**src/rtl/gat_bram_lane_adapter.sv**
```systemverilog
// Host-to-BRAM lane adapter: assembles 32-bit host lanes into one wide memory word on write,
// and returns one lane of a wide word on read after a fixed latency.
module gat_bram_lane_adapter #(
  parameter int unsigned TOP_WIDTH      = 32,
  parameter int unsigned MEM_WIDTH      = 103,
  parameter int unsigned MEM_DEPTH      = 2708,
  parameter int unsigned MEM_RD_LATENCY = 2,
  parameter int unsigned EXPECTED_WORDS = MEM_DEPTH,
  localparam int unsigned LANES      = (MEM_WIDTH + TOP_WIDTH - 1) / TOP_WIDTH,
  localparam int unsigned LANE_W     = (LANES > 1) ? $clog2(LANES) : 1,
  localparam int unsigned MEM_ADDR_W = $clog2(MEM_DEPTH),
  localparam int unsigned STRB_W     = TOP_WIDTH / 8,
  localparam int unsigned ADDR_W     = MEM_ADDR_W + LANE_W + 2
) (
  input  logic                    clk,
  input  logic                    rst_n,
  input  logic                    load_clear,
  input  logic                    bram_ena,
  input  logic [STRB_W-1:0]       bram_wea,
  input  logic [ADDR_W-1:0]       bram_addra,
  input  logic [TOP_WIDTH-1:0]    bram_din,
  output logic [TOP_WIDTH-1:0]    bram_dout,
  output logic                    mem_we,
  output logic [MEM_ADDR_W-1:0]   mem_waddr,
  output logic [MEM_WIDTH-1:0]    mem_wdata,
  output logic                    mem_re,
  output logic [MEM_ADDR_W-1:0]   mem_raddr,
  input  logic [MEM_WIDTH-1:0]    mem_rdata,
  output logic                    load_done,
  output logic [MEM_ADDR_W:0]     words_written,
  output logic                    seq_err
);

  localparam int unsigned SHADOW_W = LANES * TOP_WIDTH;
  localparam int unsigned CNT_W    = MEM_ADDR_W + 1;
  localparam logic [LANE_W:0]   LANES_L   = (LANE_W + 1)'(LANES);
  localparam logic [LANE_W-1:0] LAST_LANE = LANE_W'(LANES - 1);
  localparam logic [CNT_W-1:0]  EXP_CNT   = CNT_W'(EXPECTED_WORDS);

  logic [LANE_W-1:0]     lane_c;
  logic [MEM_ADDR_W-1:0] word_c;
  logic                  wr_c;
  logic                  rd_c;
  logic                  lane_ok_c;
  logic                  unused_addr_c;

  logic [LANE_W-1:0]     exp_lane_q, exp_lane_d;
  logic [MEM_ADDR_W-1:0] wr_addr_q, wr_addr_d;
  logic [SHADOW_W-1:0]   shadow_q, shadow_d;
  logic [SHADOW_W-1:0]   merged_c;
  logic                  seq_err_d;
  logic                  commit_c;

  logic [MEM_RD_LATENCY-1:0] rd_vld_q;
  logic [LANE_W-1:0]         rd_lane_q [MEM_RD_LATENCY];
  logic [SHADOW_W-1:0]       rdata_ext_c;
  logic [TOP_WIDTH-1:0]      rd_sel_c;

  // Address decode: {word, lane, byte offset}; the byte offset is ignored.
  assign lane_c        = bram_addra[LANE_W+1:2];
  assign word_c        = bram_addra[ADDR_W-1:LANE_W+2];
  assign unused_addr_c = ^bram_addra[1:0];
  assign wr_c          = bram_ena && (bram_wea != '0);
  assign rd_c          = bram_ena && (bram_wea == '0);
  assign lane_ok_c     = ({1'b0, lane_c} < LANES_L);

  assign mem_re    = rst_n && rd_c;
  assign mem_raddr = word_c;

  // Byte-wise merge of the incoming lane into the shadow word.
  always_comb begin
    merged_c = shadow_q;
    for (int unsigned l = 0; l < LANES; l++) begin
      for (int unsigned b = 0; b < STRB_W; b++) begin
        if ((lane_c == LANE_W'(l)) && bram_wea[b]) begin
          merged_c[l*TOP_WIDTH + b*8 +: 8] = bram_din[b*8 +: 8];
        end
      end
    end
  end

  // Lane-order tracking; lane 0 always restarts assembly.
  always_comb begin
    exp_lane_d = exp_lane_q;
    wr_addr_d  = wr_addr_q;
    shadow_d   = shadow_q;
    seq_err_d  = seq_err;
    commit_c   = 1'b0;
    if (load_clear) begin
      exp_lane_d = '0;
      seq_err_d  = 1'b0;
    end else if (wr_c && lane_ok_c) begin
      if ((lane_c == '0) || ((lane_c == exp_lane_q) && (word_c == wr_addr_q))) begin
        shadow_d  = merged_c;
        wr_addr_d = word_c;
        if (lane_c == LAST_LANE) begin
          commit_c   = 1'b1;
          exp_lane_d = '0;
        end else begin
          exp_lane_d = lane_c + 1'b1;
        end
      end else begin
        seq_err_d  = 1'b1;
        exp_lane_d = '0;
      end
    end
  end

  // Write-side state, commit outputs, counter and flags.
  always_ff @(posedge clk) begin
    if (!rst_n) begin
      exp_lane_q    <= '0;
      wr_addr_q     <= '0;
      shadow_q      <= '0;
      seq_err       <= 1'b0;
      mem_we        <= 1'b0;
      mem_waddr     <= '0;
      mem_wdata     <= '0;
      words_written <= '0;
      load_done     <= 1'b0;
    end else begin
      exp_lane_q <= exp_lane_d;
      wr_addr_q  <= wr_addr_d;
      shadow_q   <= shadow_d;
      seq_err    <= seq_err_d;
      mem_we     <= commit_c;
      if (commit_c) begin
        mem_waddr <= wr_addr_d;
        mem_wdata <= merged_c[MEM_WIDTH-1:0];
      end
      if (load_clear) begin
        words_written <= '0;
      end else if (commit_c && (words_written < EXP_CNT)) begin
        words_written <= words_written + 1'b1;
      end
      load_done <= !load_clear && (words_written == EXP_CNT);
    end
  end

  // Lane select on the returning wide word; padding lanes read as zero.
  assign rdata_ext_c = SHADOW_W'(mem_rdata);

  always_comb begin
    rd_sel_c = '0;
    for (int unsigned l = 0; l < LANES; l++) begin
      if (rd_lane_q[MEM_RD_LATENCY-1] == LANE_W'(l)) begin
        rd_sel_c = rdata_ext_c[l*TOP_WIDTH +: TOP_WIDTH];
      end
    end
  end

  // Read delay line matching the memory latency.
  always_ff @(posedge clk) begin
    if (!rst_n) begin
      rd_vld_q  <= '0;
      bram_dout <= '0;
      for (int unsigned i = 0; i < MEM_RD_LATENCY; i++) begin
        rd_lane_q[i] <= '0;
      end
    end else begin
      rd_vld_q[0]  <= rd_c;
      rd_lane_q[0] <= lane_c;
      for (int unsigned i = 1; i < MEM_RD_LATENCY; i++) begin
        rd_vld_q[i]  <= rd_vld_q[i-1];
        rd_lane_q[i] <= rd_lane_q[i-1];
      end
      if (rd_vld_q[MEM_RD_LATENCY-1]) begin
        bram_dout <= rd_sel_c;
      end
    end
  end

endmodule

```
**config.mk**
```make
export PLATFORM = sky130hd
export DESIGN_NAME = gat_bram_lane_adapter
export DESIGN_NICKNAME = d
export VERILOG_FILES = /design/src/rtl/gat_bram_lane_adapter.sv
export SDC_FILE = /design/constraint.sdc
export NUM_CORES = 1
export LEC_CHECK = 0
export ABC_AREA = 1
export ABC_CLOCK_PERIOD_IN_PS = 3900
export CAP_MARGIN = 30
export CORE_AREA = 2 2 169 171
export CTS_BUF_LIST = sky130_fd_sc_hd__clkbuf_8
export CTS_CLUSTER_DIAMETER = 200
export DETAILED_ROUTE_END_ITERATION = 8
export DIE_AREA = 0 0 171 173
export GPL_TIMING_DRIVEN = 0
export PLACE_DENSITY_LB_ADDON = 0.2
export SETUP_SLACK_MARGIN = 0.05
export SLEW_MARGIN = 20
export SYNTH_ARGS = -nofsm -noshare
export SYNTH_HDL_FRONTEND = slang
export SYNTH_SLANG_ARGS = --single-unit
```
**constraint.sdc**
```tcl
create_clock -name clk -period 3.9 [get_ports clk]
set_input_delay 1.17 -clock clk [delete_from_list [all_inputs] [get_ports clk]]
set_output_delay 1.17 -clock clk [all_outputs]
set_load 0.01 [all_outputs]
```
==> flow_metrics.env <==
export IMPL_post_route_min_period_ps=3590
export IMPL_fin_crit_sh_pct=92.1
export IMPL_fin_nets=2353
export IMPL_rows=61
export IMPL_dp_cells=2517
export IMPL_htree_levels=2
export IMPL_crit_chain="dlygate4sd2_1 > clkbuf_8 > buf_4 > nand2_1 > nor2_1 > dlygate4sd2_1"
export IMPL_grt_pass1_wl_um=64700
export IMPL_synth_async_reset_ratio_pct=0
export IMPL_max_stage_delay_ps=340
export IMPL_core_region_area_um2=27600
export IMPL_critPathKind="primary input to output pin"
export IMPL_fin_ws_ps=309
export IMPL_clockBufferDepth=3
export IMPL_cts_resized_gates=8
export IMPL_hold_viol_final=0
export IMPL_stdcell_area_um2=17200
export IMPL_fmax_ghz=0.278
export IMPL_drtIter0Drc=939
export IMPL_cts_sinks=286
export IMPL_startpoint_type="primary input"
export IMPL_hold_path_class="flip-flop to flip-flop"
export IMPL_syn_inst=1807
export IMPL_switching_share_pct=25.1
export IMPL_yosysWarnings=0
export IMPL_finalSetupViolCount=0
export IMPL_p_clk_share_pct=43.0
export IMPL_wl_met3_um=3980
export IMPL_grt_overflow_total=0
export IMPL_antenna_found_initial=1
export IMPL_nFillCells=2556
export IMPL_port_buffers=332
export IMPL_dr_pass1_iters=6
export IMPL_die_area_um2=29600
export IMPL_cts_buffers=47
export IMPL_fin_util_pct=62.2
export IMPL_irDropWorstVdd_uv=195
export IMPL_die_height_um=173
export IMPL_tightestPinTransition_ps=749
export IMPL_finalMaxSlewViolations=0
export IMPL_status="finished clean"
export IMPL_ys_types=27
export IMPL_postCtsHoldBufs=0
export IMPL_p_leak_nw=7.31
export IMPL_yosysSeqAreaShare_pct=46.3
export IMPL_synthesis_area_um2=12400
export IMPL_post_dp_hpwl_um=32000
export IMPL_place_area_um2=16200
export IMPL_worstPathArrival_ps=2420
export IMPL_post_drt_wl_per_cell_um=16.3
export IMPL_postRouteWirelength_um=42400
export IMPL_track_usage_pct=27.5
export IMPL_setup_tns_final_ps=0
export IMPL_power_switching_mw=1.61
export IMPL_postCtsSetupBuffers=0
export IMPL_dpl_worst_slack_ps=-792
export IMPL_end_kind="output pin"
export IMPL_die_w_um=171
export IMPL_p_int_mw=4.81
export IMPL_syn_nets=1972
export IMPL_tritoncts="done"
export IMPL_powerDensity_nw_per_um2=374
export IMPL_ys_flop_type="dfxtp_1"
export IMPL_synth_area_leaders="dfxtp_1 46%, nand2_1 13%, o21ai_0 11%"
export IMPL_required_ps=2730
export IMPL_worstPathMaxFanout=10
export IMPL_ioPinCount=335
export IMPL_fin_cells=2602
export IMPL_place_congestion=0.940
export IMPL_yosysTopAreaCell="dfxtp_1"
export IMPL_ys_seq_elements=286
export IMPL_clk_pin_slew_ps=60
export IMPL_wl_met2_um=19700
export IMPL_max_slew_margin_pct=50.1
export IMPL_slowest_stage="dlygate4sd2_1"
export IMPL_grt_pass1_vias=12435
export IMPL_drive_above_1_share_pct=6.12
export IMPL_ctsRootBufferMaster="clkbuf_8"
export IMPL_seqPwrFrac_pct=46.7
export IMPL_syn2layout_area_growth_pct=38.9
export IMPL_met1_length_um=17100
export IMPL_vias=13173
export IMPL_grt_start_max_net_pins=13
export IMPL_start_util_pct=44.8
export IMPL_skew_ps=35.1
export IMPL_via_per_inst=5.06
export IMPL_netlist_area_leader_share_pct=46.3
export IMPL_drv_cap=0
export IMPL_avgSynthCellArea_um2=6.85
export IMPL_drc=0
export IMPL_top_layer_used="met4"
export IMPL_grt_setup_unrepaired="no"
export IMPL_power_share_combinational_pct=10.3
export IMPL_postRouteAntennaNets=0
export IMPL_cpMostUsedCell="dlygate4sd2_1"
export IMPL_insertion_delay_ps=580
export IMPL_synth_enable_flop_cells=0
## cell usage in the layout (no fill, tap or decap), drive strengths merged
cell	instances
nand2	448
clkdlybuf4s50	329
o21ai	302
dfxtp	286
nor2	220
inv	191
a21oi	157
clkbuf	134
nand3	63
buf	51
nand4	13
clkinv	7
ha	6
nor3	4
xor2	4
dlygate4sd2	3
xnor2	2
diode	1
o21a	1
o21bai	1
bufinv	1
## worst paths after layout
kind                                   start                    endpoint  slack, ps  cells past startpoint
setup / recovery                       rst_n                      mem_re        310                      6
hold / removal    rd_lane_q[0][0]$_SDFF_PN0_  rd_lane_q[0][2]$_SDFF_PN0_        410                      2
setup reg to reg    wr_addr_q[11]$_SDFF_PN0_   shadow_q[57]$_SDFFE_PN0P_       1740                     13
hold reg to reg   rd_lane_q[0][0]$_SDFF_PN0_  rd_lane_q[0][2]$_SDFF_PN0_        410                      2
## flip-flops by register name (all words and copies together), names as in the netlist
register,flops
shadow_q,103
mem_wdata,103
seq_err,1
exp_lane_q,2
wr_addr_q,12
words_written,13
rd_lane_q,4
rd_vld_q,2
load_done,1
bram_dout,32
mem_waddr,12
mem_we,1
## worst max-delay path: cells and delay by family
kind                   cells  cell delay (ps)
buffers and inverters      4             1080
and+or+nand+nor            2              180
## through the flow
step | power, mW | hold WS (ps)
after global placement | 3.70 | 400
after global routing | 6.67 | 431
after CTS | 6.46 | 416
final | 6.43 | 412
after floorplan | 3.38 | 390
after detailed placement | 3.71 | 402
## power groups by stage
stage / sequential, mW / combinational [mW] / clock (mW)
final: 3.00 / 0.663 / 2.77
after global routing: 3.00 / 0.731 / 2.93
after CTS: 3.00 / 0.657 / 2.80
after detailed placement: 3.06 / 0.652 / 0
after global placement: 3.06 / 0.641 / 0
after floorplan: 3.06 / 0.313 / 0
## cells in the mapped netlist, types with 4 or more instances
cell type and instances:
nand3_1 63, clkbuf_1 69, xor2_1 4, inv_2 8, ha_1 6, nor3_1 4
inv_1 171, nor2_1 217, nand2_2 4, buf_2 24, buf_1 8, nand2_1 442
buf_4 19, o21ai_0 283, nand4_1 13, a21oi_1 156, o21ai_1 19, dfxtp_1 286
## metal layers
metal	global-route usage (%)	vias to the layer above
met3	5.56	107
met5	0	-
met1	34.3	6012
met2	46.2	534
met4	11.0	0
li1	-	6520
## cell type report
| type | count | area [um2] | share of cell area [%] |
|---|---|---|---|
| Antenna cell | 1 | 2.50 | 0.0146 |
| Buffer | 120 | 566 | 3.29 |
| Multi-Input combinational cell | 1221 | 5430 | 31.6 |
| Clock buffer | 65 | 895 | 5.20 |
| Sequential cell | 286 | 5730 | 33.3 |
| Inverter | 180 | 676 | 3.93 |
| Clock inverter | 19 | 113 | 0.655 |
| Timing Repair Buffer | 332 | 3320 | 19.3 |
| Tap cell | 378 | 473 | 2.75 |
## cell families after synthesis
logic type / count (synthesis) / share of synthesized area, %
simple gates: 748 / 24.0
compound gates: 461 / 18.8
buf+inv: 300 / 9.92
flops: 286 / 46.3
xor+xnor: 6 / 0.424
fa+ha+maj: 6 / 0.606
(Power assumes the default switching activity.)
